### src/rtl/load_store_unit.sv
// MEM-stage load/store unit in front of a 16-bit word data_memory.
// Word and byte loads/stores; byte stores are read-modify-write of the containing word.
module load_store_unit #(
   parameter int ADDR_W = 16,
   parameter int DATA_W = 16,
   parameter int RD_LAT = 1
) (
   input  logic              clk,
   input  logic              reset,
   input  logic              req_valid,
   output logic              req_ready,
   input  logic [1:0]        req_op,
   input  logic [ADDR_W-1:0] req_addr,
   input  logic [DATA_W-1:0] req_wdata,
   input  logic [2:0]        req_rd,
   output logic              resp_valid,
   input  logic              resp_ready,
   output logic [DATA_W-1:0] resp_data,
   output logic [2:0]        resp_rd,
   output logic              resp_is_load,
   output logic              resp_misalign,
   output logic              mem_write_enable,
   output logic              mem_read_enable,
   output logic [ADDR_W-1:0] mem_addr,
   output logic [DATA_W-1:0] mem_data_in,
   input  logic [DATA_W-1:0] mem_read_data_out
);

   typedef enum logic [2:0] {
      IDLE     = 3'd0,
      ISSUE_RD = 3'd1,
      WAIT_RD  = 3'd2,
      ISSUE_WR = 3'd3,
      RESP     = 3'd4
   } state_t;

   localparam logic [1:0] OP_LW     = 2'b00;
   localparam logic [1:0] OP_SW     = 2'b01;
   localparam logic [1:0] OP_LB     = 2'b10;
   localparam logic [1:0] OP_SB     = 2'b11;
   localparam logic [1:0] LAST_WAIT = 2'(RD_LAT - 1);

   state_t            state_r;
   state_t            next_state_s;
   logic [1:0]        op_r;
   logic              byte_hi_r;
   logic [7:0]        wbyte_r;
   logic [2:0]        rd_r;
   logic [1:0]        wait_cnt_r;
   logic              accept_s;
   logic              misalign_s;

   logic              mem_read_enable_s;
   logic              mem_write_enable_s;
   logic [ADDR_W-1:0] mem_addr_s;
   logic [DATA_W-1:0] mem_data_in_s;
   logic              resp_valid_s;
   logic [DATA_W-1:0] resp_data_s;
   logic [2:0]        resp_rd_s;
   logic              resp_is_load_s;
   logic              resp_misalign_s;

   function automatic logic [15:0] merge_byte(input logic [15:0] word, input logic [7:0] b,
                                              input logic hi);
      logic [15:0] m;
      if (hi) m = {b, word[7:0]};
      else    m = {word[15:8], b};
      return m;
   endfunction

   function automatic logic [15:0] load_byte(input logic [15:0] word, input logic hi);
      logic [7:0] b;
      if (hi) b = word[15:8];
      else    b = word[7:0];
      return {{8{b[7]}}, b};
   endfunction

   assign req_ready  = (state_r == IDLE) && !reset;
   assign accept_s   = req_valid && req_ready;
   // Only word ops (LW/SW, op[1]=0) can fault on an odd address.
   assign misalign_s = !req_op[1] && req_addr[0];

   // State register
   always_ff @(posedge clk) begin
      if (reset) state_r <= IDLE;
      else       state_r <= next_state_s;
   end

   // Next-state logic
   always_comb begin
      next_state_s = state_r;
      case (state_r)
         IDLE: begin
            if (!accept_s)                next_state_s = IDLE;
            else if (misalign_s)          next_state_s = RESP;
            else if (req_op == OP_SW)     next_state_s = ISSUE_WR;
            else                          next_state_s = ISSUE_RD;
         end
         ISSUE_RD: next_state_s = WAIT_RD;
         WAIT_RD: begin
            if (wait_cnt_r != LAST_WAIT)  next_state_s = WAIT_RD;
            else if (op_r == OP_SB)       next_state_s = ISSUE_WR;
            else                          next_state_s = RESP;
         end
         ISSUE_WR: next_state_s = RESP;
         RESP: begin
            if (resp_ready) next_state_s = IDLE;
            else            next_state_s = RESP;
         end
         default: next_state_s = IDLE;
      endcase
   end

   // Next values of the registered memory and response outputs
   always_comb begin
      mem_read_enable_s  = (next_state_s == ISSUE_RD);
      mem_write_enable_s = (next_state_s == ISSUE_WR);
      mem_addr_s         = mem_addr;
      mem_data_in_s      = {DATA_W{1'b0}};
      resp_valid_s       = 1'b0;
      resp_data_s        = {DATA_W{1'b0}};
      resp_rd_s          = 3'd0;
      resp_is_load_s     = 1'b0;
      resp_misalign_s    = 1'b0;

      if (accept_s) mem_addr_s = {1'b0, req_addr[ADDR_W-1:1]};
      else          mem_addr_s = mem_addr;

      // A write entered from IDLE is a plain SW; otherwise it is the SB merge.
      if (next_state_s != ISSUE_WR)  mem_data_in_s = {DATA_W{1'b0}};
      else if (state_r == IDLE)      mem_data_in_s = req_wdata;
      else                           mem_data_in_s = merge_byte(mem_read_data_out, wbyte_r, byte_hi_r);

      case (state_r)
         IDLE: begin
            if (next_state_s == RESP) begin
               resp_valid_s    = 1'b1;
               resp_rd_s       = req_rd;
               resp_is_load_s  = !req_op[0];
               resp_misalign_s = 1'b1;
            end else begin
               resp_valid_s    = 1'b0;
            end
         end
         WAIT_RD: begin
            if (next_state_s == RESP) begin
               resp_valid_s   = 1'b1;
               resp_rd_s      = rd_r;
               resp_is_load_s = 1'b1;
               if (op_r == OP_LB) resp_data_s = load_byte(mem_read_data_out, byte_hi_r);
               else               resp_data_s = mem_read_data_out;
            end else begin
               resp_valid_s   = 1'b0;
            end
         end
         ISSUE_WR: begin
            resp_valid_s = 1'b1;
            resp_rd_s    = rd_r;
         end
         RESP: begin
            if (next_state_s == RESP) begin
               resp_valid_s    = resp_valid;
               resp_data_s     = resp_data;
               resp_rd_s       = resp_rd;
               resp_is_load_s  = resp_is_load;
               resp_misalign_s = resp_misalign;
            end else begin
               resp_valid_s    = 1'b0;
            end
         end
         default: resp_valid_s = 1'b0;
      endcase
   end

   // Request capture and read-latency counter
   always_ff @(posedge clk) begin
      if (reset) begin
         op_r       <= OP_LW;
         byte_hi_r  <= 1'b0;
         wbyte_r    <= 8'd0;
         rd_r       <= 3'd0;
         wait_cnt_r <= 2'd0;
      end else begin
         if (accept_s) begin
            op_r      <= req_op;
            byte_hi_r <= req_addr[0];
            wbyte_r   <= req_wdata[7:0];
            rd_r      <= req_rd;
         end
         if (state_r == WAIT_RD) wait_cnt_r <= wait_cnt_r + 2'd1;
         else                    wait_cnt_r <= 2'd0;
      end
   end

   // Output registers
   always_ff @(posedge clk) begin
      if (reset) begin
         mem_read_enable  <= 1'b0;
         mem_write_enable <= 1'b0;
         mem_addr         <= {ADDR_W{1'b0}};
         mem_data_in      <= {DATA_W{1'b0}};
         resp_valid       <= 1'b0;
         resp_data        <= {DATA_W{1'b0}};
         resp_rd          <= 3'd0;
         resp_is_load     <= 1'b0;
         resp_misalign    <= 1'b0;
      end else begin
         mem_read_enable  <= mem_read_enable_s;
         mem_write_enable <= mem_write_enable_s;
         mem_addr         <= mem_addr_s;
         mem_data_in      <= mem_data_in_s;
         resp_valid       <= resp_valid_s;
         resp_data        <= resp_data_s;
         resp_rd          <= resp_rd_s;
         resp_is_load     <= resp_is_load_s;
         resp_misalign    <= resp_misalign_s;
      end
   end

endmodule

### config.mk
export PLATFORM = sky130hd
export DESIGN_NAME = load_store_unit
export DESIGN_NICKNAME = d
export VERILOG_FILES = /design/src/rtl/load_store_unit.sv
export SDC_FILE = /design/constraint.sdc
export NUM_CORES = 1
export LEC_CHECK = 0
export BUFFER_PORTS_ARGS = -buffer_cell sky130_fd_sc_hd__buf_2
export CORE_MARGIN = 4
export CORE_UTILIZATION = 44
export CTS_CLUSTER_SIZE = 40
export DETAILED_ROUTE_END_ITERATION = 8
export GPL_TIMING_DRIVEN = 0
export MAX_ROUTING_LAYER = met4
export PLACE_DENSITY = 0.88
export SYNTH_ARGS = -nofsm -noshare
export SYNTH_HDL_FRONTEND = slang
export SYNTH_SLANG_ARGS = --single-unit
### constraint.sdc
create_clock -name clk -period 2.05 [get_ports clk]
set_clock_uncertainty 0.15 [all_clocks]
set_input_delay 0 -clock clk [delete_from_list [all_inputs] [get_ports clk]]
set_output_delay 0 -clock clk [all_outputs]
set_load 0.02 [all_outputs]
# After elaboration in Yosys (flattened, before gate mapping)

Cells that the tools add are included.

Bits in registers: 74
Input port bits: 57
Output and inout bits: 57
Logic and storage cells: 64

Add/sub/neg operators: 1
Equal/unequal tests: 12
Multiplexer cells: 24
Bitwise operators: 1
Reduce and logical (&&, ||, !) cells: 11

Operators by type and width:

| operator                                                                | number |
|---|---|
| 16-bit two-way mux                                                      | 5 |
| 16-bit case mux with 2 select lines                                     | 1 |
| 3-bit two-way mux                                                       | 8 |
| 3-bit case mux with 5 select lines                                      | 1 |
| 3-bit case mux with 4 select lines                                      | 1 |
| 3-bit by 2-bit equality test with 1-bit output, second input constant   | 3 |
| 8-bit two-way mux                                                       | 1 |
| 3-bit by 1-bit equality test with 1-bit output, second input constant   | 2 |
| 3-bit equality test, second input constant                              | 2 |
| 1-bit case mux with 3 select lines                                      | 2 |
| 2-bit OR reduction                                                      | 3 |
| 2-bit equality test, second input constant                              | 2 |
| 1-bit logical AND                                                       | 3 |
| 1-bit logical NOT                                                       | 3 |
| 3-bit logical NOT                                                       | 1 |
| 1-bit two-way mux                                                       | 3 |
| 3-bit by 2-bit inequality test with 1-bit output, second input constant | 1 |
| 2-bit by 1-bit adder with 2-bit output, second input constant           | 1 |
| 2-bit by 1-bit equality test with 1-bit output, second input constant   | 1 |
| 2-bit two-way mux                                                       | 1 |
| 2-bit inequality test, second input constant                            | 1 |
| 1-bit case mux with 2 select lines                                      | 1 |
| 2-bit nonzero test                                                      | 1 |
| 1-bit inverter                                                          | 1 |

# Depth between registers and ports, before layout

Depth after elaboration: 8
Gate-level depth with buffers: 7
Mapped depth without buffers: 6

# Least setup slack after synthesis

No wires, ideal clock.

Path type: reg2reg
Start point: reg state_r[1]
End point: reg mem_data_in[10]
Setup time: 0.064 ns
Arrival time: 1.865 ns
Data required time: 1.836 ns
Slack: -0.029 ns
Cell stages (with the launch flop): 7
Buffers on the path: 2
Clock period less this slack: 2.079 ns
Cells stage by stage: dfxtp_1 > buf_6 > or3b_4 > or4b_4 > a211o_1 > buf_6 > nor2_1

Word-level cells in the longest chain between the ends: 7
Elaborated cells on any way between the ends: 12
Classes of those cells: eq/ne (5); mux (3); reduce/logical (4)

Ends and longest elaborated chain:

| element                                          | line        | RTL |
|---|---|---|
| start: declaration                               | 43          | `state_t state_r;` |
| start signal: assignment                         | 86          | `else state_r <= next_state_s;` |
| 3-bit logical NOT                                | 78, 92, 131 |  |
| 1-bit logical AND                                | 78          | `assign req_ready = (state_r == IDLE) && !reset;` |
| 1-bit logical AND                                | 79          | `assign accept_s = req_valid && req_ready;` |
| 3-bit two-way mux                                | 94          | `if (!accept_s) next_state_s = IDLE;` |
| 3-bit case mux with 5 select lines               | 92          | `case (state_r)` |
| 3-bit by 2-bit inequality test with 1-bit output | 130         | `if (next_state_s != ISSUE_WR) mem_data_in_s = {DATA_W{1'b0}};` |
| 2-bit OR reduction (no line)                     | --          |  |
| end signal: assignment                           | 201         | `mem_data_in <= {DATA_W{1'b0}};` |
| end signal: assignment                           | 211         | `mem_data_in <= mem_data_in_s;` |
| end: declaration                                 | 25          | `output logic [DATA_W-1:0] mem_data_in,` |

Several ways; a longest one is shown, not always the timed one.
A chain may end at the register's enable or synchronous reset.

# Final worst setup path

Start point: reg state_r[1]
End point: reg mem_data_in[11]

Same word-level chain as after synthesis.

==> metrics.csv <==
stage,metric,value,unit
outcome,status,finished with violations,
outcome,violations,negative setup slack,
synth,synth_nets,418,
synth,ys_async_sr_fraction,0,%
clocking,cts_tree,done,
clocking,cts.clk_slew.worst_paths,80,ps
route,route.detailed.drc,0,
die,initial_core_util,45.0,%
clocking,root_buffer,clkbuf_8,
synth,yosys_warnings,0,
clocking,numCtsBuffers,9,
die,die_w,91.1,µm
timing,rsz0062_at_grt,true,
route,viasPerCell,5.16,
synth,yosysUniqueCellTypes,38,
synth,synth-edff-count,0,
worst_setup_path,cp_slowest_cell,or4b_4,
synth,synth_xor_area_share,0,%
power,power_frac_seq,45.9,%
cells_and_area,areaGrowthSynthToFinish,53.1,%
worst_setup_path,crit_chain,or3b_4 -> or4b_4 -> a211o_4 -> buf_6 -> nor2_2,
clocking,clock_sinks,74,
cells_and_area,stdcell_count,631,
worst_setup_path,critical_path_class,reg2reg,
worst_setup_path,crit_required,2190,ps
worst_setup_path,cp_max_fo,7,
timing,setup_ws,-44.6,ps
cells_and_area,fillers,504,
min_path,hold_path.class,in2reg,
power,fin_total_pwr,3.36,mW
die,die_area,0.00830,mm²
cells_and_area,seqCellArea,0.00149,mm²
synth,synth_top_area_share,48.8,%
die,rows,30,
power,leakage,2.07,nW
timing,maxSlewViolCount,0,
timing,clock.fmax,477,MHz
die,io_pins,114,
global_routing,grt_pass1_vias,3368,
cells_and_area,drive_gt1_share,31.2,%
synth,ys_seq_elements,74,
clocking,clock_latency,350,ps
cells_and_area,diodes,0,
worst_setup_path,critPathCaptureType,flip-flop,
power,p_clk_share,37.7,%
timing,holdWs,246,ps
synth,synth_compound_area_share,14.4,%
global_routing,antenna_found_initial,0,
power,p_int,2.45,mW
clocking,cts_max_path_buffers,2,
route,routed_wl,9840,µm
die,coreArea,0.00676,mm²
worst_setup_path,start_kind,flip-flop,
global_routing,grt_pass1_wl,16000,µm
global_routing,grt_max_degree,15,
cells_and_area,multi_input_area,0.00152,mm²
worst_setup_path,r2r_cells,5,
power,combPwrFrac,16.4,%
route,wl_per_cell,15.6,µm
timing,fin_crit_sh,102,%
place,port_buffers,111,
place,post_dp_cell_area,0.00369,mm²
timing,timing.setup.tns,-316,ps
timing,setup_violations,9,
global_routing,grt_overflow,0,
synth,syn_area_per_cell,8.44,µm²
route,drtPass1Iterations,4,
synth,ys.flop_type,dfxtp_1,
route,ant_nets,0,
job,drv_cap,0,
synth,synthCells,360,
place,gp_congestion,0.904,
power,p_per_area,722,mW/mm²
route,drt_iter0_markers,172,
timing,fin_crit,2090,ps
synth,muxShareOfSynthArea,7.91,%
worst_setup_path,cp_slowest_stage_delay,500,ps
synth,syn_area,0.00304,mm²
timing,finalHoldViolations,0,
synth,yosys.area_share.simple,24.2,%
cells_and_area,layout.nets,604,
synth,yosysSeqAreaShare,48.8,%
synth,synth_top_cell_by_area,dfxtp_1,
global_routing,grt_usage,24.6,%
place,dpl.hpwl,6290,µm
route,via_count,3256,
min_path,whs_path_depth,4,
synth,synth_fa_ha_area_share,0.412,%
clocking,htreeDepth,3,
cells_and_area,stdcell_area,0.00465,mm²
die,die_h,91.1,µm
power,switching_power,908,µW
synth,synth_top_family_by_area,simple AND/OR/NAND/NOR gates,
power,swShare,27.1,%
worst_setup_path,cp.arrival,2230,ps
synth,synthTopCellsByArea,"dfxtp_1 (49%), mux2i_1 (7.9%), o21ai_0 (7.6%), nand2b_1 (6.8%), nand2_1 (6.4%)",
place,dp.cells,551,
power,irDropWorstVdd,0.485,mV
## registers in the layout, summed over array words and instances (netlist names), 3 cells and up
| name | flops |
|---|---|
| mem_data_in | 16 |
| resp_data | 16 |
| mem_addr | 15 |
| wbyte_r | 8 |
| rd_r | 3 |
| resp_rd | 3 |
| state_r | 3 |
## cells in the final DEF, fill, tap and decap left out, types with 2 or more instances in the layout
master,instances
buf_2,112
dfxtp_1,72
dlygate4sd3_1,55
nand2_1,52
o21ai_0,45
nor2_1,40
nand2b_1,33
mux2i_1,24
a21oi_1,18
buf_4,12
clkbuf_1,10
clkbuf_8,9
clkbuf_2,7
inv_1,4
nor3_2,4
nor3_1,4
nor2_4,4
nor2_2,3
nor4_1,2
nor2b_1,2
a222oi_1,2
buf_6,2
inv_6,2
clkinvlp_4,2
bufinv_16,2
## power groups by stage
stage / registers (mW) / clock network (mW) / logic [mW]
after floorplan: 1.60 / 0 / 0.230
after global placement: 1.56 / 0 / 0.421
after detailed placement: 1.57 / 0 / 0.430
after CTS: 1.53 / 1.30 / 0.531
after global routing: 1.55 / 1.35 / 0.601
final: 1.54 / 1.26 / 0.550
## worst max-delay path: cells and delay by family (launching register included)
family	cells	cell delay (ps)
AO/OA/AOI/OAI	1	390
buffers and inverters	1	160
flip-flops	1	350
AND/OR/NAND/NOR	3	980
## area by class of cell
| cell class | count | share of cell area, % |
|---|---|---|
| multi-input cells | 257 | 32.6 |
| flip-flops and latches | 74 | 32.0 |
| repair buffers | 178 | 25.8 |
| clock buffers | 9 | 2.66 |
| plain buffers | 21 | 2.23 |
| clock inverters | 7 | 2.18 |
| well taps | 80 | 2.15 |
| inverters | 5 | 0.404 |
## metrics by stage
step / worst slack, ps / util (%)
floorplan: -28.7 / -
finish: -44.6 / 68.8
CTS: -67.9 / 67.9
detailed placement: -391 / 54.7
global route: -81.8 / 68.8
global placement: -291 / 54.7
## cells by family (layout without fill, tap and decap cells)
family | count (synthesis) | after routing
AOI/OAI and AO/OA | 78 | 78
adders and majority gates | 1 | 1
buffers and inverters | 29 | 220
DFF | 74 | 74
muxes | 24 | 24
other | 1 | 1
and+or+nand+nor | 153 | 153
## cell usage after synthesis, types with 2 or more instances
cell	n
dfxtp_1	74
nand2_1	52
nor2_1	47
o21ai_0	46
nand2b_1	33
mux2i_1	24
clkbuf_1	19
a21oi_1	18
nor3_1	8
inv_1	5
a222oi_1	2
buf_1	2
buf_6	2
nor2b_1	2
nor4_1	2
o211a_1	2
## worst paths after layout
check / start / endpoint / slack, ps
hold / removal: req_rd[2] / rd_r[2] / 250
hold reg to reg: wait_cnt_r[0] / wait_cnt_r[0] / 290
setup reg to reg: state_r[1] / mem_data_in[11] / -40
setup / recovery: state_r[1] / mem_data_in[11] / -40
## routing by layer
layer | vias up | GRT usage [%] | part of all wire, %
met5 | - | - | 0
met4 | 0 | 10.3 | 2.7
met3 | 24 | 4.56 | 7.0
met2 | 146 | 41.6 | 49
met1 | 1506 | 28.6 | 42
li1 | 1580 | - | -
## timing repair
item	CTS	global route
gates resized for setup	22	20
setup endpoints to repair	56	52
buffers inserted	7	4
hold buffers	55	0
gates cloned	1	0
hold endpoints to repair	67	0
pin swaps	15	4
No activity file was read; power rests on OpenSTA's default activity.
